==> config.mk <==
export PLATFORM = sky130hd
export DESIGN_NAME = eeg_pea_dist
export DESIGN_NICKNAME = d
export VERILOG_FILES = /design/src/rtl/eeg_pea_pkg.sv /design/src/rtl/eeg_pea_dist_fifo.sv /design/src/rtl/eeg_pea_dist.sv
export SDC_FILE = /design/constraint.sdc
export NUM_CORES = 2
export LEC_CHECK = 0
export CORE_MARGIN = 1
export CORE_UTILIZATION = 53
export CTS_BUF_LIST = sky130_fd_sc_hd__clkbuf_4 sky130_fd_sc_hd__clkbuf_8
export CTS_CLUSTER_DIAMETER = 80
export DETAILED_ROUTE_END_ITERATION = 10
export HOLD_SLACK_MARGIN = 0.03
export PLACE_DENSITY = 0.83
export SYNTH_ARGS = -nofsm -noshare
export SYNTH_HDL_FRONTEND = slang
export SYNTH_HIERARCHICAL = 1
export SYNTH_SLANG_ARGS = --single-unit
export TNS_END_PERCENT = 5
==> constraint.sdc <==
create_clock -name clk -period 3.85 [get_ports clk]
set_input_delay 0.77 -clock clk [delete_from_list [all_inputs] [get_ports clk]]
set_output_delay 0.77 -clock clk [all_outputs]
set_load 0.02 [all_outputs]
==> src/rtl/eeg_pea_pkg.sv <==
// Shared definitions for the PE-array distributor: FSM states, default
// parameters and the bit layout of a buffered word.
package eeg_pea_pkg;

  typedef enum logic [1:0] {
    ST_IDLE  = 2'd0,
    ST_RUN   = 2'd1,
    ST_DRAIN = 2'd2
  } state_e;

  localparam int DEF_PE_ROW = 4;
  localparam int DEF_PE_COL = 4;
  localparam int DEF_ACT_DW = 8;
  localparam int DEF_WEI_DW = 8;
  localparam int DEF_ACT_IW = 12;
  localparam int DEF_WEI_IW = 3;
  localparam int DEF_BUF_NW = 4;
  localparam int DEF_CNT_DW = 16;

  // Word layout from LSB: act_dat, wei_dat, act_inf, wei_inf, act_lst, wei_lst.
  function automatic int off_wei_dat(int adw);
    return adw;
  endfunction

  function automatic int off_act_inf(int adw, int wdw);
    return adw + wdw;
  endfunction

  function automatic int off_wei_inf(int adw, int wdw, int aiw);
    return adw + wdw + aiw;
  endfunction

  function automatic int off_act_lst(int adw, int wdw, int aiw, int wiw);
    return adw + wdw + aiw + wiw;
  endfunction

  function automatic int off_wei_lst(int adw, int wdw, int aiw, int wiw);
    return adw + wdw + aiw + wiw + 1;
  endfunction

  function automatic int word_w(int adw, int wdw, int aiw, int wiw);
    return adw + wdw + aiw + wiw + 2;
  endfunction

endpackage

==> src/rtl/eeg_pea_dist_fifo.sv <==
// First-word fall-through FIFO feeding one PE; DEPTH must be a power of two
// so the pointers wrap naturally.
module eeg_pea_dist_fifo #(
  parameter int DATA_WIDTH = 8,
  parameter int DEPTH      = 4
) (
  input  logic                  clk,
  input  logic                  rst_n,
  input  logic                  push,
  input  logic [DATA_WIDTH-1:0] wdata,
  input  logic                  pop,
  output logic [DATA_WIDTH-1:0] rdata,
  output logic                  empty,
  output logic                  full
);

  localparam int AW = $clog2(DEPTH);
  localparam logic [AW:0] FULL_CNT = (AW + 1)'(DEPTH);

  logic [DATA_WIDTH-1:0] mem [DEPTH];
  logic [AW-1:0]         wr_ptr;
  logic [AW-1:0]         rd_ptr;
  logic [AW:0]           count;
  logic                  do_push;
  logic                  do_pop;

  assign empty   = (count == '0);
  assign full    = (count == FULL_CNT);
  assign do_push = push && !full;
  assign do_pop  = pop && !empty;
  assign rdata   = mem[rd_ptr];

  // NOTE: sequential state uses non-blocking assignments so every flop samples pre-edge values.
  always_ff @(posedge clk or negedge rst_n) begin
    if (!rst_n) begin
      wr_ptr <= '0;
      rd_ptr <= '0;
      count  <= '0;
    end else begin
      if (do_push) wr_ptr <= wr_ptr + 1'b1;
      if (do_pop)  rd_ptr <= rd_ptr + 1'b1;
      case ({do_push, do_pop})
        2'b10:   count <= count + 1'b1;
        2'b01:   count <= count - 1'b1;
        default: count <= count;
      endcase
    end
  end

  // NOTE: storage is not reset; clearing the pointers and count already makes it invisible.
  always_ff @(posedge clk) begin
    if (do_push) mem[wr_ptr] <= wdata;
  end

endmodule

==> src/rtl/eeg_pea_dist.sv <==
// Distributes activation/weight pairs into a PE_ROW x PE_COL array of FWFT
// FIFOs. Optional stall counters are built with EEG_PEA_DIST_PERF_EN.
module eeg_pea_dist
  import eeg_pea_pkg::*;
#(
  parameter int PE_ROW = DEF_PE_ROW,
  parameter int PE_COL = DEF_PE_COL,
  parameter int ACT_DW = DEF_ACT_DW,
  parameter int WEI_DW = DEF_WEI_DW,
  parameter int ACT_IW = DEF_ACT_IW,
  parameter int WEI_IW = DEF_WEI_IW,
  parameter int BUF_NW = DEF_BUF_NW,
  parameter int CNT_DW = DEF_CNT_DW
) (
  input  logic                                     clk,
  input  logic                                     rst_n,
  input  logic                                     cfg_start,
  input  logic                                     cfg_mode,
  output logic                                     is_idle,
  input  logic [PE_COL-1:0]                        act_vld,
  output logic [PE_COL-1:0]                        act_rdy,
  input  logic [PE_COL-1:0]                        act_lst,
  input  logic [PE_COL-1:0][ACT_DW-1:0]            act_dat,
  input  logic [PE_COL-1:0][ACT_IW-1:0]            act_inf,
  input  logic [PE_COL-1:0][PE_ROW-1:0]            wei_vld,
  output logic [PE_COL-1:0][PE_ROW-1:0]            wei_rdy,
  input  logic [PE_COL-1:0][PE_ROW-1:0]            wei_lst,
  input  logic [PE_COL-1:0][PE_ROW-1:0][WEI_DW-1:0] wei_dat,
  input  logic [PE_COL-1:0][PE_ROW-1:0][WEI_IW-1:0] wei_inf,
  output logic [PE_ROW-1:0][PE_COL-1:0]            pe_vld,
  input  logic [PE_ROW-1:0][PE_COL-1:0]            pe_rdy,
  output logic [PE_ROW-1:0][PE_COL-1:0]            pe_act_lst,
  output logic [PE_ROW-1:0][PE_COL-1:0]            pe_wei_lst,
  output logic [PE_ROW-1:0][PE_COL-1:0][ACT_DW-1:0] pe_act_dat,
  output logic [PE_ROW-1:0][PE_COL-1:0][WEI_DW-1:0] pe_wei_dat,
  output logic [PE_ROW-1:0][PE_COL-1:0][ACT_IW-1:0] pe_act_inf,
  output logic [PE_ROW-1:0][PE_COL-1:0][WEI_IW-1:0] pe_wei_inf,
  output logic [PE_COL-1:0][CNT_DW-1:0]            stall_cnt
);

  localparam int WORD_W = word_w(ACT_DW, WEI_DW, ACT_IW, WEI_IW);
  localparam int O_WD   = off_wei_dat(ACT_DW);
  localparam int O_AI   = off_act_inf(ACT_DW, WEI_DW);
  localparam int O_WI   = off_wei_inf(ACT_DW, WEI_DW, ACT_IW);
  localparam int O_AL   = off_act_lst(ACT_DW, WEI_DW, ACT_IW, WEI_IW);
  localparam int O_WL   = off_wei_lst(ACT_DW, WEI_DW, ACT_IW, WEI_IW);

  state_e                          state;
  logic                            mode_q;
  logic [PE_COL-1:0]               done_q;
  logic [PE_COL-1:0]               done_nxt;
  logic [PE_COL-1:0]               fire;
  logic [PE_COL-1:0]               col_full;
  logic                            fire_all;
  logic                            run;
  logic [PE_ROW-1:0][PE_COL-1:0]   fifo_full;
  logic [PE_ROW-1:0][PE_COL-1:0]   fifo_empty;

  assign run      = (state == ST_RUN);
  assign is_idle  = (state == ST_IDLE);
  assign act_rdy  = fire;
  assign done_nxt = done_q | (fire & act_lst);

  // Fire uses this cycle's full flags, so a full FIFO blocks even while it pops.
  // NOTE: every always_comb output gets a default first so no latch is inferred.
  always_comb begin
    col_full = '0;
    fire     = '0;
    wei_rdy  = '0;
    fire_all = run && (&act_vld) && (&wei_vld[0]) && !(|fifo_full);
    for (int j = 0; j < PE_COL; j++) begin
      for (int i = 0; i < PE_ROW; i++) col_full[j] = col_full[j] | fifo_full[i][j];
      fire[j] = mode_q ? fire_all
                       : (run && act_vld[j] && (&wei_vld[j]) && !col_full[j]);
      wei_rdy[j] = mode_q ? {PE_ROW{fire_all && (j == 0)}} : {PE_ROW{fire[j]}};
    end
  end

  always_ff @(posedge clk or negedge rst_n) begin
    if (!rst_n) begin
      state  <= ST_IDLE;
      mode_q <= 1'b0;
      done_q <= '0;
    end else begin
      case (state)
        ST_IDLE: if (cfg_start) begin
          state  <= ST_RUN;
          mode_q <= cfg_mode;
          done_q <= '0;
        end
        ST_RUN: begin
          done_q <= done_nxt;
          if (&done_nxt) state <= ST_DRAIN;
        end
        ST_DRAIN: if (&fifo_empty) begin
          state  <= ST_IDLE;
          done_q <= '0;
        end
        default: state <= ST_IDLE;
      endcase
    end
  end

  for (genvar i = 0; i < PE_ROW; i++) begin : g_row
    for (genvar j = 0; j < PE_COL; j++) begin : g_col
      logic [WORD_W-1:0] wdata;
      logic [WORD_W-1:0] rdata;
      logic              empty;

      // Row-shared mode takes every row's weight from column 0.
      assign wdata = mode_q
        ? {wei_lst[0][i], act_lst[j], wei_inf[0][i], act_inf[j], wei_dat[0][i], act_dat[j]}
        : {wei_lst[j][i], act_lst[j], wei_inf[j][i], act_inf[j], wei_dat[j][i], act_dat[j]};

      eeg_pea_dist_fifo #(
        .DATA_WIDTH (WORD_W),
        .DEPTH      (BUF_NW)
      ) u_fifo (
        .clk   (clk),
        .rst_n (rst_n),
        .push  (fire[j]),
        .wdata (wdata),
        .pop   (pe_vld[i][j] && pe_rdy[i][j]),
        .rdata (rdata),
        .empty (empty),
        .full  (fifo_full[i][j])
      );

      assign fifo_empty[i][j] = empty;
      assign pe_vld[i][j]     = ~empty;
      assign pe_act_dat[i][j] = rdata[0 +: ACT_DW];
      assign pe_wei_dat[i][j] = rdata[O_WD +: WEI_DW];
      assign pe_act_inf[i][j] = rdata[O_AI +: ACT_IW];
      assign pe_wei_inf[i][j] = rdata[O_WI +: WEI_IW];
      assign pe_act_lst[i][j] = rdata[O_AL];
      assign pe_wei_lst[i][j] = rdata[O_WL];
    end
  end

`ifdef EEG_PEA_DIST_PERF_EN
  logic [PE_COL-1:0][CNT_DW-1:0] stall_q;

  always_ff @(posedge clk or negedge rst_n) begin
    if (!rst_n) begin
      stall_q <= '0;
    end else begin
      for (int j = 0; j < PE_COL; j++) begin
        if (is_idle && cfg_start)
          stall_q[j] <= '0;
        else if (run && act_vld[j] && !fire[j] && (stall_q[j] != '1))
          stall_q[j] <= stall_q[j] + 1'b1;
      end
    end
  end

  assign stall_cnt = stall_q;
`else
  assign stall_cnt = '0;
`endif

endmodule

# After elaboration in Yosys (flattened, before gate mapping)
# Memories as Yosys holds them, arrays and structs flattened.
# Index checks and enable logic that the tools add are counted.
[word_totals]
output_inout_bits = 629
ramBits = 2112
reg_bits = 119
input_bits = 316
elab_cells = 434
n_memories = 16
[memory_table]
columns = ["name", "depth", "width", "read_ports", "rd_ports_with_merged_regs", "write_ports", "line_no", "source"]
rows = [
  ["g_row[0].g_col[0].u_fifo.mem", 4, 33, 1, 0, 1, "eeg_pea_dist_fifo.sv:20", "logic [DATA_WIDTH-1:0] mem [DEPTH];"],
  ["g_row[0].g_col[1].u_fifo.mem", 4, 33, 1, 0, 1, "eeg_pea_dist_fifo.sv:20", ""],
  ["g_row[0].g_col[2].u_fifo.mem", 4, 33, 1, 0, 1, "eeg_pea_dist_fifo.sv:20", ""],
  ["g_row[0].g_col[3].u_fifo.mem", 4, 33, 1, 0, 1, "eeg_pea_dist_fifo.sv:20", ""],
  ["g_row[1].g_col[0].u_fifo.mem", 4, 33, 1, 0, 1, "eeg_pea_dist_fifo.sv:20", ""],
  ["g_row[1].g_col[1].u_fifo.mem", 4, 33, 1, 0, 1, "eeg_pea_dist_fifo.sv:20", ""],
  ["10 more memories", "--", "--", "--", "--", "--", "--", ""],
]
[op_classes]
eq_ne = 53
n_mux = 75
n_addsub = 64
n_bitwise = 30
reduce_logical = 145
[ops]
columns = ["op", "count"]
rows = [
  ["2-to-1 mux 33 bit", 12],
  ["one-hot mux 3 bit (2 select lines)", 16],
  ["adder 2 x 1 -> 2 bit (second input constant)", 32],
  ["logical AND 1 bit", 63],
  ["adder 3 x 1 -> 3 bit (second input constant)", 16],
  ["== test 3 bit (second input constant)", 16],
  ["zero test 3 bit", 16],
  ["subtractor 3 x 1 -> 3 bit (second input constant)", 16],
  ["zero test 1 bit", 37],
  ["2-to-1 mux 1 bit", 36],
  ["== test 2 x 1 -> 1 bit (second input constant)", 17],
  ["== test 2 bit (second input constant)", 17],
  ["nonzero test 2 bit", 16],
  ["2-to-1 mux 4 bit", 6],
  ["AND reduction 4 bit", 6],
  ["NOT 1 bit", 16],
  ["AND reduction 16 bit", 1],
  ["OR reduction 16 bit", 1],
  ["OR 1 bit", 12],
  ["one-hot mux 4 bit (3 select lines)", 1],
  ["2-to-1 mux 2 bit", 3],
  ["one-hot mux 2 bit (3 select lines)", 1],
  ["AND reduction 3 bit", 2],
  ["AND 4 bit", 1],
  ["other kinds (6)", 7],
]

# Logic depth before layout (Yosys ltp)
[logic_depth]
word_depth = 12
mapped_depth = 13
ltp_nobuf = 13

# Modules after synthesis
# The synthesis kept the hierarchy.
[modules_own_cells]
columns = ["mod", "area_each_um2", "n_inst", "seq_area_each_um2", "cells_per_inst"]
rows = [
  ["eeg_pea_dist_fifo", 5238.8, 16, 4139.0, 210],
  ["eeg_pea_dist", 2926.6, 1, 175.2, 543],
]

# Worst setup path before layout
# No wires, ideal clock.
[synth_timing]
kind = "input to register"
from = "in wei_vld[2] in the netlist's numbering"
to = "mem g_row[0].g_col[2].u_fifo/mem[0][0] in the netlist's numbering (enable)"
n_path_buf = 0
setup_ns = 0.393
path_stages = 6
slack_ns = -0.088
required_ns = 3.457
arrival_ns = 3.544
cell_sequence = "or4b_4 > nor4_4 > or4b_4 > o31ai_1 > nor2b_2 > and2_1"
[synth_via]
elab_chain_len = 7
[synth_rtl]
columns = ["item", "line_no", "source"]
rows = [
  ["start: declaration", "eeg_pea_dist.sv:25", "input logic [PE_COL-1:0][PE_ROW-1:0] wei_vld,"],
  ["AND reduction 4 bit", "eeg_pea_dist.sv:70", "fire_all = run && (&act_vld) && (&wei_vld[0]) && !(|fifo_full);"],
  ["logical AND 1 bit (2 in series)", "eeg_pea_dist.sv:70", ""],
  ["2-to-1 mux 1 bit", "eeg_pea_dist.sv:73", "fire[j] = mode_q ? fire_all"],
  ["via act_rdy[2]", "eeg_pea_dist.sv:21", "output logic [PE_COL-1:0] act_rdy,"],
  ["logical AND 1 bit", "eeg_pea_dist_fifo.sv:29", "assign do_push = push && !full;"],
  ["2-to-1 mux 1 bit", "eeg_pea_dist_fifo.sv:52", "if (do_push) mem[wr_ptr] <= wdata;"],
  ["2-to-1 mux 1 bit (implied by the code)", "eeg_pea_dist_fifo.sv:52", ""],
  ["end: declaration", "eeg_pea_dist_fifo.sv:20", ""],
]
# The timed path passes the listed nets, and every way through them passes these cells.

==> summary.txt <==
Layout
  – Layout cells sized above 1: 0.2597
  – NumNets Final: 5,670
  – Final non-filler cell area: ~110,000 um^2
  – Fin util: 0.6572
  – Area delta synth->final: 23.18%

Yosys
  – Syn Std Cell Area: 86,750 um^2
  – Post-synthesis cell type count: 52
  – Top cell type by total area after synthesis: edfxtp_1
  – Synthesized instance count: 3,903
  – Post-synth EDFFs: between 2,000 and 2,500
  – Post-synth top cells: edfxtp_1 (2,112), mux4_2 (448), inv_1 (260)
  – Synth top area cells: edfxtp_1 (73%), mux4_2 (12%), dfrtp_1 (3.4%)
  – Syn avg cell area: 22.23 um^2
  – FFs w/ async S/R, synth: 0.05334
  – Syn. warnings: 6
  – Sequential share of the synthesized area: 0.7654
  – Yosys reg bits: 2,231
  – Main synth FF type: edfxtp_1
  – Share of the synthesized area in the top cell type: 0.7311
  – Most frequent cell after synthesis: edfxtp_1

Routing
  – Detail Route Antenna Nets: 0
  – Final wirelength: 255,200 um
  – DR pass1 iterations: 8
  – 1st-iter DRT viols: 5,324
  – DRC: 0
  – DR vias: 45,680
  – Via density: 5.899
  – Drt wl/cell: about 33 um

STA
  – Slew @ Worst Pin: 1.300 ns
  – Fin crit share: 1.108
  – RSZ-0062 raised after global routing: yes
  – Peak Freq: 0.2345 GHz
  – Clk_skew: between 0.09 and 0.1 ns
  – Final WS setup: -0.4150 ns
  – Final hold slack: 0.3683 ns
  – # setup viols final: 10
  – Rel. slew slack: 0.1241
  – Max Slew Vio Count: 0
  – Hold Vio Cnt, Final: 0
  – Post-layout min period: 4.265 ns

Clocking
  – CTS clk-pin slew, worst paths: 0.06 ns
  – H-tree levels: 5
  – CTS root buf: clkbuf_8
  – Worst skew pair latency: about 1.0 ns
  – Clk sink count: 2,231
  – TritonCTS Buffers: 359
  – TritonCTS clock tree: done
  – Clock Path Buffers: 4

Global route
  – GRT overflow: 0
  – Largest net degree at the start of global routing: 109
  – First-pass GRT wire length: roughly 350,000 um
  – Initial antenna violation count: 70
  – Vias in the first global route: 46,400
  – GRT Resource Usage Total: 0.3081

Critical path
  – Slowest stage delay, CP: 0.59 ns
  – Critical-path maximum fanout: 3
  – Critical path's slowest cell: or4b_4
  – Most frequent CP cell: or4b_4
  – Critical path type: reg -> out
  – Critical path buffers and inverters: 3
  – Critical Path AT: 3.49 ns
  – CP required: between 3 and 4 ns
  – Worst path cell trace: nor3b_4 > or4b_4 > or2_4 > or4b_4 > buf_6 > o31ai_4 > buf_4 > buf_12
  – Family with the most delay on the worst path: simple AND/OR/NAND/NOR gates
  – CP Capture Type: output port
  – Worst setup SP type: flop

Placed design
  – Port Buffers: 880
  – DPL Wire Length: around 180,000 um
  – Placer Congestion: 0.8551
  – Post-DP Area: about 100,000 um^2

Outcome
  – Status: complete, but fails checks
  – Violated checks: setup timing

Worst hold path
  – Path type of the worst min-delay path: in -> async

Die
  – Die X: between 400 and 500 um
  – Core area: 162,600 um^2
  – I/O pin total: 945
  – Initial core utilization: 0.5335
  – Die area: approximately 170,000 um^2
  – Die H: 406.6 um
  – Cell Rows: 148

Power
  – VDD IR-drop max: 0.7421 mV
  – Leak Pwr: 0.03709 uW
  – PwrDens: roughly 700 nW/um^2
  – Overall power: 74,300 uW

Flow run
  – Max Cap Viol: 0
## state kept, by name, indices dropped and copies added (netlist names)
name / cells
g_row.g_col.u_fifo/mem: 2112
g_row.g_col.u_fifo/count: 48
g_row.g_col.u_fifo/rd_ptr: 32
g_row.g_col.u_fifo/wr_ptr: 32
done_q: 4
state: 2
mode_q: 1
## path summary, 6_finish.rpt
path | from | to | slack (ns) | cells after the start
hold / removal | rst_n | g_row[1].g_col[0].u_fifo/wr_ptr[1] | 0.37 | 2
setup / recovery | g_row[0].g_col[3].u_fifo/count[2] | act_rdy[1] | -0.41 | 8
setup reg to reg | g_row[0].g_col[3].u_fifo/count[2] | g_row[0].g_col[1].u_fifo/count[1] | 0.13 | 13
hold reg to reg | g_row[2].g_col[2].u_fifo/rd_ptr[1] | g_row[2].g_col[2].u_fifo/rd_ptr[1] | 0.48 | 1
max in group asynchronous | rst_n | g_row[2].g_col[3].u_fifo/rd_ptr[0] | 2.49 | 3
min in group clk | wei_lst[0] | g_row[0].g_col[0].u_fifo/mem[2][32] | 0.42 | 1
## logic make-up (layout without fill, tap and decap cells)
logic type | count (synthesis) | after routing | synth area share
flops | 2231 | 2231 | 0.7654
mux | 561 | 561 | 0.1446
buf+inv | 489 | 2053 | 0.03596
simple gates | 251 | 251 | 0.01765
compound gates | 178 | 178 | 0.01139
fa+ha+maj | 96 | 96 | 0.01523
xor+xnor | 96 | 96 | 0.009693
other cells | 1 | 104 | 0.00004323
## where the power goes
part           switching (uW)  total, uW  internal, uW
sequential               1370      29200         27800
clock                    9070      20000         11000
combinational           14000      25100         11100
## cell type report
cell class,instances,area (um^2)
Antenna cell,40,100.1
Clock buffer,498,6110
Clock inverter,135,907.1
Fill cell,10100,55730
Inverter,260,975.9
Multi-Input combinational cell,1246,17600
Sequential cell,2231,66460
Tap cell,2175,2721
Timing Repair Buffer,1160,11980
## layout by cell type (no fill, tap or decap), types with 17 or more instances in the layout
cell,n
dfrtp_1,95
nand2_1,67
o21ai_0,146
ha_1,80
o31a_1,17
mux4_1,77
xor2_1,48
diode_2,40
clkdlybuf4s50_1,622
nor2_1,20
clkinv_1,72
buf_12,92
clkinv_2,38
mux2_2,17
buf_4,168
edfxtp_1,2112
mux4_2,451
and2_2,27
inv_1,260
dlygate4sd2_1,210
xnor2_1,48
clkbuf_4,119
and2_1,38
buf_6,23
dlymetal6s2s_1,27
clkbuf_8,379
conb_1,64
## through the flow
step	cells	worst slack, ns	setup TNS, ns
CTS	7705	-0.5460	-2.673
finish	7745	-0.4150	-1.657
floorplan	3966	-0.08758	-117.74
global route	7716	-0.5334	-2.915
detailed placement	7054	-0.4980	-524.48
global placement	7054	-0.5054	-472.43
## per-layer routing
metal	track usage	vias up	routed length, um
met4	0.1576	56	13790
met3	0.09822	545	30380
met5	0	-	372
met2	0.4946	3130	125100
li1	-	18430	-
met1	0.3770	23520	85580
## timing repair
item                                    CTS  global route
endpoints found under the setup margin  380            47
endpoints found under the hold margin    71             0
hold buffers                              1             0
cloned                                    0             0
buffers inserted                         20             0
pin swaps                                 8             4
gates resized for setup                 342            37
Note: power is estimated with default switching activity, not from simulation.
==> variant (same flow settings) <==
Add a define of `EEG_PEA_DIST_PERF_EN`.
--- a/src/rtl/eeg_pea_dist.sv
+++ b/src/rtl/eeg_pea_dist.sv
@@ -1,5 +1,7 @@
 // Distributes activation/weight pairs into a PE_ROW x PE_COL array of FWFT
 // FIFOs. Optional stall counters are built with EEG_PEA_DIST_PERF_EN.
+`define EEG_PEA_DIST_PERF_EN
+
 module eeg_pea_dist
   import eeg_pea_pkg::*;
 #(
Check against the original RTL: not settled (the Yosys comparison gave no result); the edit may change what the design does.
==> variant against the original RTL <==
The run still ends with negative setup slack left; area after synthesis increased by 3.4%; die area increased by 3.3%; sequential share of layout area decreased by 0.83 points; non-clock buffer count increased by 80; cell area increased by 3.8%; sequential cell count increased by 64; total power increased by 6.5%; clock power increased by 3%; wire length increased by 5.7%; first-iteration DRC count increased by 15%; sequential power increased by 5%; worst setup slack improved by 0.30 ns; critical endpoint is now wei_rdy[3]; critical path type unchanged; highest routed layer unchanged; core utilization increased by 0.46 points.
==> variant: results (changes against the original RTL) <==
metric;value;unit;change
status;complete, but fails checks;;
failing checks;negative setup slack;;
HPWL Detailed;189000;um;+4.3%
asr flop ratio synth;7.97;%;+2.6 points
Placeable Area;168000;um^2;+3.1%
area occupied by multi-input gates;19000;um^2;+8.3%
non-clk buf share;11.4;%;+0.22 points
Critical Path AT;3.19;ns;-0.30 ns
Signal buffers;1240;;+6.9%
CTS buffer count;367;;+2.2%
First-pass DRT Iterations;5;;-3
Placed Cells incl. Taps;7445;;+5.5%
clkbuf count;494;;-0.80%
post-DR vias/cell;6.07;;+2.9%
Seq/Total Area, Yosys;75.8;%;-0.70 points
Initial DRC Count;6137;;+15%
Port-buffer cells;944;;+7.3%
GPL Wtd Cong;0.906;;+5.9%
Worst Setup Slack, final;-0.114;ns;+0.301 ns
Antenna diodes;72;;+80%
Worst-Skew Late Latency;1.12;ns;+0.08 ns
Worst Path Max Fanout;4;;+1
layout cell share with drive strength beyond 1;25.0;%;-0.96 points
Filler cells;10272;;+1.7%
multi-input gate count;1464;;+17%
post-route design area;111000;um^2;+3.8%
Clock Power Share;26.1;%;-0.9 points
invs w/o clock;262;;+0.77%
Avg Synthesized Cell Area;21.3;um^2;-4.0%
setup_tns;-0.516;ns;+1.14 ns
DR WL/cell;33.0;um;about the same
total power;79.2;mW;+6.5%
nets;6046;;+6.6%
vias in the first global route;49369;;+6.4%
Layout Skew;0.119;ns;+0.0223 ns
Seq cells;2295;;+2.9%
Synth top cells by count;edfxtp_1, mux4_2, inv_1;;
P_leak;38.6;nW;+4.2%
largest cells by area after synthesis;edfxtp_1, mux4_2, dfrtp_1;;
Final setup viols;7;;-3
Placed Area;104000;um^2;+4.0%
gr usage total;31.3;%;+0.48 points
max incr delay on CP;0.54;ns;-0.05 ns
Psw;27.2;mW;+11%
initial antenna violation count;89;;+27%
Peak VDD IR;0.564;mV;-24%
post-synthesis cell type count;65;;+25%
## variant: cell types whose count changed in the layout (fill, tap and decap cells not counted), moves of 27 or more
cell	delta
nand2_1	+43
diode_2	+32
conb_1	-64
dlygate4sd2_1	+56
dfrtp_1	+61
nor2_1	+48
nand3_1	+27
## variant: final timing paths
| path | depth (start not counted) | to | slack [ns] | from |
|---|---|---|---|---|
| hold reg to reg | 1 | g_row[0].g_col[2].u_fifo/count[2] | 0.51 | g_row[0].g_col[2].u_fifo/count[2] |
| max in group asynchronous | 3 | g_row[3].g_col[0].u_fifo/rd_ptr[1] | 2.60 | rst_n |
| hold / removal | 2 | stall_cnt[60] | 0.26 | rst_n |
| setup reg to reg | 13 | g_row[2].g_col[0].u_fifo/count[1] | 0.29 | g_row[2].g_col[2].u_fifo/count[2] |
| setup / recovery | 6 | wei_rdy[3] | -0.11 | g_row[2].g_col[2].u_fifo/count[2] |
| min in group clk | 3 | mode_q | 0.32 | cfg_mode |
## variant: logic make-up after synthesis
group / count (synthesis) / synth area share [%]
and+or+nand+nor: 440 / 2.75
muxes: 568 / 14.1
adders and majority gates: 100 / 1.53
DFF: 2295 / 75.8
buffers and inverters: 443 / 3.04
xor gates and xnor gates: 135 / 1.32
AOI/OAI and AO/OA: 221 / 1.46
## variant: what timing repair did
| item | 4_1_cts | 5_1_grt |
|---|---|---|
| pin swaps | 12 | 8 |
| endpoints found under the hold margin | 68 | 0 |
| resized for setup | 429 | 15 |
| endpoints found under the setup margin | 410 | 34 |
| hold buffers | 1 | 0 |
| buffers inserted | 17 | 2 |
## variant: metal layers
layer  GRT usage [%]  vias to the layer above  wire length, um
met2            47.8                     3439           127000
li1                -                    19871                -
met3            10.1                      664            34300
met4            17.9                       34            16000
met1            39.7                    25620            92400
met5               0                        -              224
